`src/rtl/result_drain_pkg.sv`:
```
// ----------------------------------------------------------------------------
// result_drain_pkg
// Shared types and defaults for result_drain_buffer and its skew write
// generator.
//   state_t       : controller states (idle, wavefront capture, serial drain)
//   NUM_LANES_DEF : default number of array columns feeding the buffer
//   MAX_ROWS_DEF  : default maximum rows held per result tile
//   clamp_dim()   : limits a requested tile dimension to what the storage holds
// ----------------------------------------------------------------------------
package result_drain_pkg;

    typedef enum logic [1:0] {
        S_IDLE    = 2'd0,
        S_CAPTURE = 2'd1,
        S_DRAIN   = 2'd2
    } state_t;

    localparam int NUM_LANES_DEF = 8;
    localparam int MAX_ROWS_DEF  = 16;

    function automatic logic [31:0] clamp_dim(input logic [31:0] dim,
                                              input logic [31:0] limit);
        return (dim > limit) ? limit : dim;
    endfunction

endpackage

```
`src/rtl/result_drain_buffer_skew_write_gen.sv`:
```
// ----------------------------------------------------------------------------
// skew_write_gen
// Combinational write-address generator for the deskew storage. At capture
// step t, lane c carries row t-c of the result tile, so lane c writes
// mem[t-c][c] when c < N and 0 <= t-c < M.
// Ports:
//   i_t   : current capture step
//   i_m   : active tile rows M (already clamped)
//   i_n   : active tile columns N (already clamped)
//   o_we  : per-lane write enable
//   o_row : per-lane destination row (t-c), lane c at [c*RW +: RW]
// ----------------------------------------------------------------------------
module skew_write_gen #(
    parameter int NUM_LANES   = 8,
    parameter int MAX_ROWS    = 16,
    parameter int INDEX_WIDTH = 8,
    parameter int TW          = INDEX_WIDTH + 2,
    parameter int RW          = $clog2(MAX_ROWS)
) (
    input  logic [TW-1:0]           i_t,
    input  logic [INDEX_WIDTH-1:0]  i_m,
    input  logic [INDEX_WIDTH-1:0]  i_n,
    output logic [NUM_LANES-1:0]    o_we,
    output logic [NUM_LANES*RW-1:0] o_row
);

    for (genvar c = 0; c < NUM_LANES; c++) begin : g_lane
        logic [31:0] w_diff;

        // t-c wraps to a huge value when t < c, but that case is already
        // excluded by the t >= c term, so the unsigned compare stays valid.
        assign w_diff   = 32'(i_t) - 32'(c);
        assign o_we[c]  = (32'(c) < 32'(i_n)) &&
                          (32'(i_t) >= 32'(c)) &&
                          (w_diff < 32'(i_m));
        assign o_row[c*RW +: RW] = RW'(w_diff);
    end

endmodule

```
`src/rtl/result_drain_buffer.sv`:
```
// ----------------------------------------------------------------------------
// result_drain_buffer
// Collects the diagonally skewed partial-sum wavefront leaving the bottom of
// the systolic array, deskews it into a row-major tile and drains the tile one
// element at a time over a valid/ready stream.
// Ports:
//   i_clk        : clock, all logic on rising edge
//   i_reset_n    : synchronous active-low reset
//   i_start      : begin a tile (honoured only while idle)
//   i_num_rows   : requested tile rows, clamped to MAX_ROWS
//   i_num_cols   : requested tile columns, clamped to NUM_LANES
//   i_in_valid   : i_psum_in carries a capture step
//   i_psum_in    : lane c at [c*ACC_WIDTH +: ACC_WIDTH]
//   o_out_data   : drained element
//   o_out_valid  : o_out_data valid
//   i_out_ready  : consumer accepts the current element
//   o_out_last   : current element is the final one of the tile
//   o_busy       : capture or drain in progress
//   o_done       : one-cycle pulse when the tile completes
// Build option:
//   RESULT_DRAIN_RELU_EN : negative elements are replaced by zero on drain.
// ----------------------------------------------------------------------------
module result_drain_buffer
    import result_drain_pkg::*;
#(
    parameter int ACC_WIDTH   = 32,
    parameter int NUM_LANES   = NUM_LANES_DEF,
    parameter int MAX_ROWS    = MAX_ROWS_DEF,
    parameter int INDEX_WIDTH = 8
) (
    input  logic                           i_clk,
    input  logic                           i_reset_n,
    input  logic                           i_start,
    input  logic [INDEX_WIDTH-1:0]         i_num_rows,
    input  logic [INDEX_WIDTH-1:0]         i_num_cols,
    input  logic                           i_in_valid,
    input  logic [NUM_LANES*ACC_WIDTH-1:0] i_psum_in,
    output logic [ACC_WIDTH-1:0]           o_out_data,
    output logic                           o_out_valid,
    input  logic                           i_out_ready,
    output logic                           o_out_last,
    output logic                           o_busy,
    output logic                           o_done
);

    localparam int RW = $clog2(MAX_ROWS);
    localparam int CW = (NUM_LANES > 1) ? $clog2(NUM_LANES) : 1;
    localparam int TW = INDEX_WIDTH + 2;

    state_t                   r_state;
    logic [INDEX_WIDTH-1:0]   r_m;
    logic [INDEX_WIDTH-1:0]   r_n;
    logic [TW-1:0]            r_t;
    logic [RW-1:0]            r_row;
    logic [CW-1:0]            r_col;
    logic [ACC_WIDTH-1:0]     r_mem [MAX_ROWS][NUM_LANES];

    logic [NUM_LANES-1:0]     w_we;
    logic [NUM_LANES*RW-1:0]  w_row;
    logic                     w_is_last_step;
    logic                     w_col_wrap;
    logic [RW-1:0]            w_next_row;
    logic [CW-1:0]            w_next_col;
    logic                     w_next_is_last;
    logic [ACC_WIDTH-1:0]     w_first_elem;

    function automatic logic [ACC_WIDTH-1:0] drain_xform(input logic [ACC_WIDTH-1:0] e);
`ifdef RESULT_DRAIN_RELU_EN
        return e[ACC_WIDTH-1] ? '0 : e;
`else
        return e;
`endif
    endfunction

    skew_write_gen #(
        .NUM_LANES   (NUM_LANES),
        .MAX_ROWS    (MAX_ROWS),
        .INDEX_WIDTH (INDEX_WIDTH),
        .TW          (TW),
        .RW          (RW)
    ) u_skew_write_gen (
        .i_t   (r_t),
        .i_m   (r_m),
        .i_n   (r_n),
        .o_we  (w_we),
        .o_row (w_row)
    );

    assign w_is_last_step = (32'(r_t) == (32'(r_m) + 32'(r_n) - 32'd2));

    assign w_col_wrap     = (32'(r_col) == (32'(r_n) - 32'd1));
    assign w_next_col     = w_col_wrap ? '0 : r_col + CW'(1);
    assign w_next_row     = w_col_wrap ? r_row + RW'(1) : r_row;
    assign w_next_is_last = (32'(w_next_row) == (32'(r_m) - 32'd1)) &&
                            (32'(w_next_col) == (32'(r_n) - 32'd1));

    // For a 1x1 tile the only step (t=0) is also the last one, so mem[0][0]
    // is being written on the very edge that loads the first drain element.
    assign w_first_elem = (r_t == '0) ? i_psum_in[ACC_WIDTH-1:0] : r_mem[0][0];

    // Tile storage: no reset, contents are always rewritten before being read.
    always_ff @(posedge i_clk) begin
        if (r_state == S_CAPTURE && i_in_valid) begin
            for (int c = 0; c < NUM_LANES; c++) begin
                if (w_we[c]) begin
                    r_mem[w_row[c*RW +: RW]][c] <= i_psum_in[c*ACC_WIDTH +: ACC_WIDTH];
                end
            end
        end
    end

    always_ff @(posedge i_clk) begin
        if (!i_reset_n) begin
            r_state     <= S_IDLE;
            r_m         <= '0;
            r_n         <= '0;
            r_t         <= '0;
            r_row       <= '0;
            r_col       <= '0;
            o_out_data  <= '0;
            o_out_valid <= 1'b0;
            o_out_last  <= 1'b0;
            o_busy      <= 1'b0;
            o_done      <= 1'b0;
        end else begin
            o_done <= 1'b0;
            case (r_state)
                S_IDLE: begin
                    if (i_start) begin
                        r_m <= INDEX_WIDTH'(clamp_dim(32'(i_num_rows), 32'(MAX_ROWS)));
                        r_n <= INDEX_WIDTH'(clamp_dim(32'(i_num_cols), 32'(NUM_LANES)));
                        r_t <= '0;
                        // An empty tile completes immediately without output.
                        if (i_num_rows == '0 || i_num_cols == '0) begin
                            o_done <= 1'b1;
                        end else begin
                            r_state <= S_CAPTURE;
                            o_busy  <= 1'b1;
                        end
                    end
                end

                S_CAPTURE: begin
                    if (i_in_valid) begin
                        if (w_is_last_step) begin
                            r_state     <= S_DRAIN;
                            r_row       <= '0;
                            r_col       <= '0;
                            o_out_data  <= drain_xform(w_first_elem);
                            o_out_valid <= 1'b1;
                            o_out_last  <= (r_m == INDEX_WIDTH'(1)) && (r_n == INDEX_WIDTH'(1));
                        end else begin
                            r_t <= r_t + TW'(1);
                        end
                    end
                end

                S_DRAIN: begin
                    if (i_out_ready) begin
                        if (o_out_last) begin
                            r_state     <= S_IDLE;
                            o_out_valid <= 1'b0;
                            o_out_last  <= 1'b0;
                            o_busy      <= 1'b0;
                            o_done      <= 1'b1;
                        end else begin
                            // Prefetch the next element so transfers run back to back.
                            r_row      <= w_next_row;
                            r_col      <= w_next_col;
                            o_out_data <= drain_xform(r_mem[w_next_row][w_next_col]);
                            o_out_last <= w_next_is_last;
                        end
                    end
                end

                default: begin
                    r_state <= S_IDLE;
                end
            endcase
        end
    end

endmodule

```
`config.mk`:
```
export PLATFORM = sky130hd
export DESIGN_NAME = result_drain_buffer
export DESIGN_NICKNAME = d
export VERILOG_FILES = /design/src/rtl/result_drain_pkg.sv /design/src/rtl/result_drain_buffer_skew_write_gen.sv /design/src/rtl/result_drain_buffer.sv
export SDC_FILE = /design/constraint.sdc
export NUM_CORES = 2
export LEC_CHECK = 0
export CAP_MARGIN = 20
export CORE_MARGIN = 2
export CORE_UTILIZATION = 44
export CTS_BUF_LIST = sky130_fd_sc_hd__clkbuf_16
export DETAILED_ROUTE_END_ITERATION = 12
export MAX_ROUTING_LAYER = met4
export PLACE_DENSITY_LB_ADDON = 0.05
export REMOVE_ABC_BUFFERS = 1
export SYNTH_ARGS = -nofsm -noshare
export SYNTH_HDL_FRONTEND = slang
export SYNTH_SLANG_ARGS = --single-unit
```
`constraint.sdc`:
```
create_clock -name i_clk -period 7.2 [get_ports i_clk]
set_input_delay 1.44 -clock i_clk [delete_from_list [all_inputs] [get_ports i_clk]]
set_output_delay 1.44 -clock i_clk [all_outputs]
set_load 0.03 [all_outputs]
```
==> results by group <==
Detailed routing
  • Antenna viol nets, final: 0
  • Vias/cell: 6.373
  • Via count: 119300
  • DRC Markers: 0
  • Wirelength, routed: 677500 um
  • Drt pass-1 iters: 6
  • WL/cell: 36.19 um
  • Drt initial violations: 18150

Die
  • Die Y: 627.8 um
  • I/O pin total: 313
  • Initial Util: 44.09%
  • Die Area: 0.3941 mm2
  • Core ar.: 0.3882 mm2
  • Cell Rows: 229
  • Die width: 627.8 um

Status
  • Outcome: finished, final reports clean

Worst setup path
  • CP Capture Type: flip-flop
  • Startpoint types: flip-flop
  • Critical path type: flip-flop to flip-flop
  • Crit-path cells: inv_1, ha_1, xor2_1, nand3_2, a211oi_4, buf_4, xnor2_4, nor2_4, buf_4, buf_4, a32oi_1, o311ai_0, a21oi_1, nor4_1, buf_2, o311a_1, a31oi_1
  • Critical path's slowest cell: nor2_4
  • Crit-path max cell delay: 0.79 ns
  • Cell mode on critical path: buf_4
  • Worst endpoint required time: 8.05 ns
  • Arr. time, crit path: 7.26 ns
  • Critical path fanouts, max: 18

Placed design
  • Placed cell area: 0.1836 mm2
  • GPL Wtd Cong: 0.9352
  • Port bufs: 312
  • Post-DP HPWL: 422000 um

Global routing
  • First-pass GRT wire length: 918600 um
  • Total track usage: 34.60%
  • Initial antenna violation count: 122
  • Gr ovfl total: 0
  • Pin count of the biggest net entering global routing: 141
  • Vias in the first global route: 111000

Clocking
  • Htree depth: 5
  • TritonCTS clock tree: done
  • Worst-Skew Late Latency: 1.03 ns
  • CTS resizes: 0
  • TritonCTS Sinks: 4167
  • CTS Buf Count: 449
  • # Post-CTS Setup Buffers: 0
  • CTS Buffer Depth: 4
  • Cts hold-fix bufs: 0
  • Root buffer cell: clkbuf_16
  • CTS clk-pin slew, worst paths: 0.06 ns

Yosys
  • Flops & latches, synth: 4167
  • Mapped Avg Cell Area: 13.56 um2
  • Share of Yosys cell area claimed by the top area cell type: 71.85%
  • Dominant synthesized flop cell: edfxtp_1
  • Ys async rst share: 0%
  • Yosys warns: 0
  • Largest cells by area after synthesis: edfxtp_1 (72%), nand2_1 (6.1%), nand3_1 (2.4%), mux2i_1 (2.3%), a31oi_1 (1.5%)
  • Synthesized cell area: 0.1712 mm2
  • Mapped Cells: 12620
  • Most frequent cell after synthesis: edfxtp_1
  • Seq/Total Area, Yosys: 72.68%
  • Count of flip-flops with a built-in enable after synthesis: 4096
  • Commonest cells in the netlist: edfxtp_1 (4096), nand2_1 (2771), nand3_1 (810)
  • Count of cell types in the netlist: 86
  • Yosys top cell by area: edfxtp_1

Hold path
  • Hold Path Class: flip-flop to flip-flop

Layout
  • Share of post-route cells with drive strength above 1: 11.29%
  • Layout area overhead: 15.45%
  • Final Cell Area: 0.1976 mm2
  • Nets@finish: 13420

STA
  • Fin. Hold Viols: 0
  • Max Freq: 156.1 MHz
  • Final slew viol count: 0
  • Unrepaired setup endpoints after global routing: false
  • Crit share post-route: 88.98%
  • Worst Skew: 0.05054 ns
  • Slew HR: 5.966%
  • Final setup violation count: 0
  • Worst-margin pin slew: 1.411 ns
  • Crit path time final: 6.407 ns

Run
  • Max Cap Viol: 0

Pwr
  • Final total power: 49.28 mW
  • Power density over the cells: 249.3 mW/mm2
  • Lkg Pwr: 65.05 nW
  • Peak VDD IR: 0.0002027 V
## metrics by stage
step	setup slack, ns	TNS (ns)	hold WS (ns)	std cells	util (%)
global placement	0.4671	0	0.4698	17770	47.21
detailed placement	0.9989	0	0.4800	17790	47.28
global route	0.7086	0	0.5163	18700	50.89
floorplan	-70.75	-2320.82	0.4542	11730	-
finish	0.7932	0	0.4883	18720	50.91
CTS	1.009	0	0.4881	18630	50.84
## area by class of cell
class	count	area, um2
fillers	32980	190600
flip-flops and latches	4167	124400
multi-input cells	7513	44150
clock buffers	453	11340
repair buffers	866	8309
well taps	5197	6502
clock inverters	384	2486
diodes	88	220.2
inverters	53	203.9
## kinds of logic after synthesis
logic type,share of synthesized area (%)
buf+inv,2.245
mux,3.510
fa+ha+maj,0.6914
flops,72.68
simple gates,11.11
xor+xnor,0.4568
compound gates,9.309
## metal layers
metal | part of all wire, % | up-vias | routed length [um] | global-route usage (%)
met5 | 0 | - | 0 | -
met4 | 5.7 | 0 | 38740 | 17.28
met3 | 10 | 1315 | 67690 | 6.465
met2 | 44 | 7158 | 301500 | 50.69
met1 | 40 | 61290 | 269600 | 46.36
li1 | - | 49560 | - | -
## where the power goes
part           total [mW]  switching [mW]  internal (mW)
Sequential           26.6         0.00830           26.6
Clock                21.9            9.81           12.1
Combinational       0.718           0.531          0.188
Total                49.3            10.4           38.9
## registers in the layout, indices dropped and copies added, names as in the netlist, 2 cells and up
signal	flops
r_state	2
r_t	10
o_out_data	32
r_row	4
r_col	3
r_n	8
r_m	8
r_mem	4096
## worst paths after layout
kind | from | end | slack, ns | cells after the start
max reg2reg | r_n[0]$_SDFFE_PN0P_ | o_out_data[5]$_SDFFE_PN0P_ | 0.79 | 17
min reg2reg | r_n[7]$_SDFFE_PN0P_ | r_n[7]$_SDFFE_PN0P_ | 0.49 | 2
max | r_n[0]$_SDFFE_PN0P_ | o_out_data[5]$_SDFFE_PN0P_ | 0.79 | 17
min | r_n[7]$_SDFFE_PN0P_ | r_n[7]$_SDFFE_PN0P_ | 0.49 | 2
## placed cells by master (no fill, tap or decap), types with 77 or more instances in the layout
master           netlist  routed
a211oi_1              87      86
a21oi_1              472     470
a31oi_1              405     401
a32oi_1              160     160
buf_12                 0      78
buf_4                  6     462
clkbuf_16              0     453
clkdlybuf4s50_1        0     311
clkinv_1               1     124
clkinv_2               0      77
diode_2                0      88
edfxtp_1            4096    4096
ha_1                  93      92
inv_1                 51     170
mux2_2                78      78
mux2i_1              400     398
nand2_1             2771    2759
nand3_1              810     806
nand4_1              191     191
nor2_1               281     173
nor2_4                 0     107
nor3_1               111     106
o21ai_0              274     264
o221ai_1             227     227
o22ai_1              345     345
## worst max-delay path: cells and delay by family, from the launching register on
| family | cells | cell delay, ns |
|---|---|---|
| xor gates and xnor gates | 2 | 0.43 |
| AOI/OAI and AO/OA | 6 | 1.67 |
| and+or+nand+nor | 3 | 1.42 |
| DFF | 1 | 0.58 |
| buffers and inverters | 5 | 1.73 |
| adders and majority gates | 1 | 0.38 |
Power figures use the tool's default switching activity.
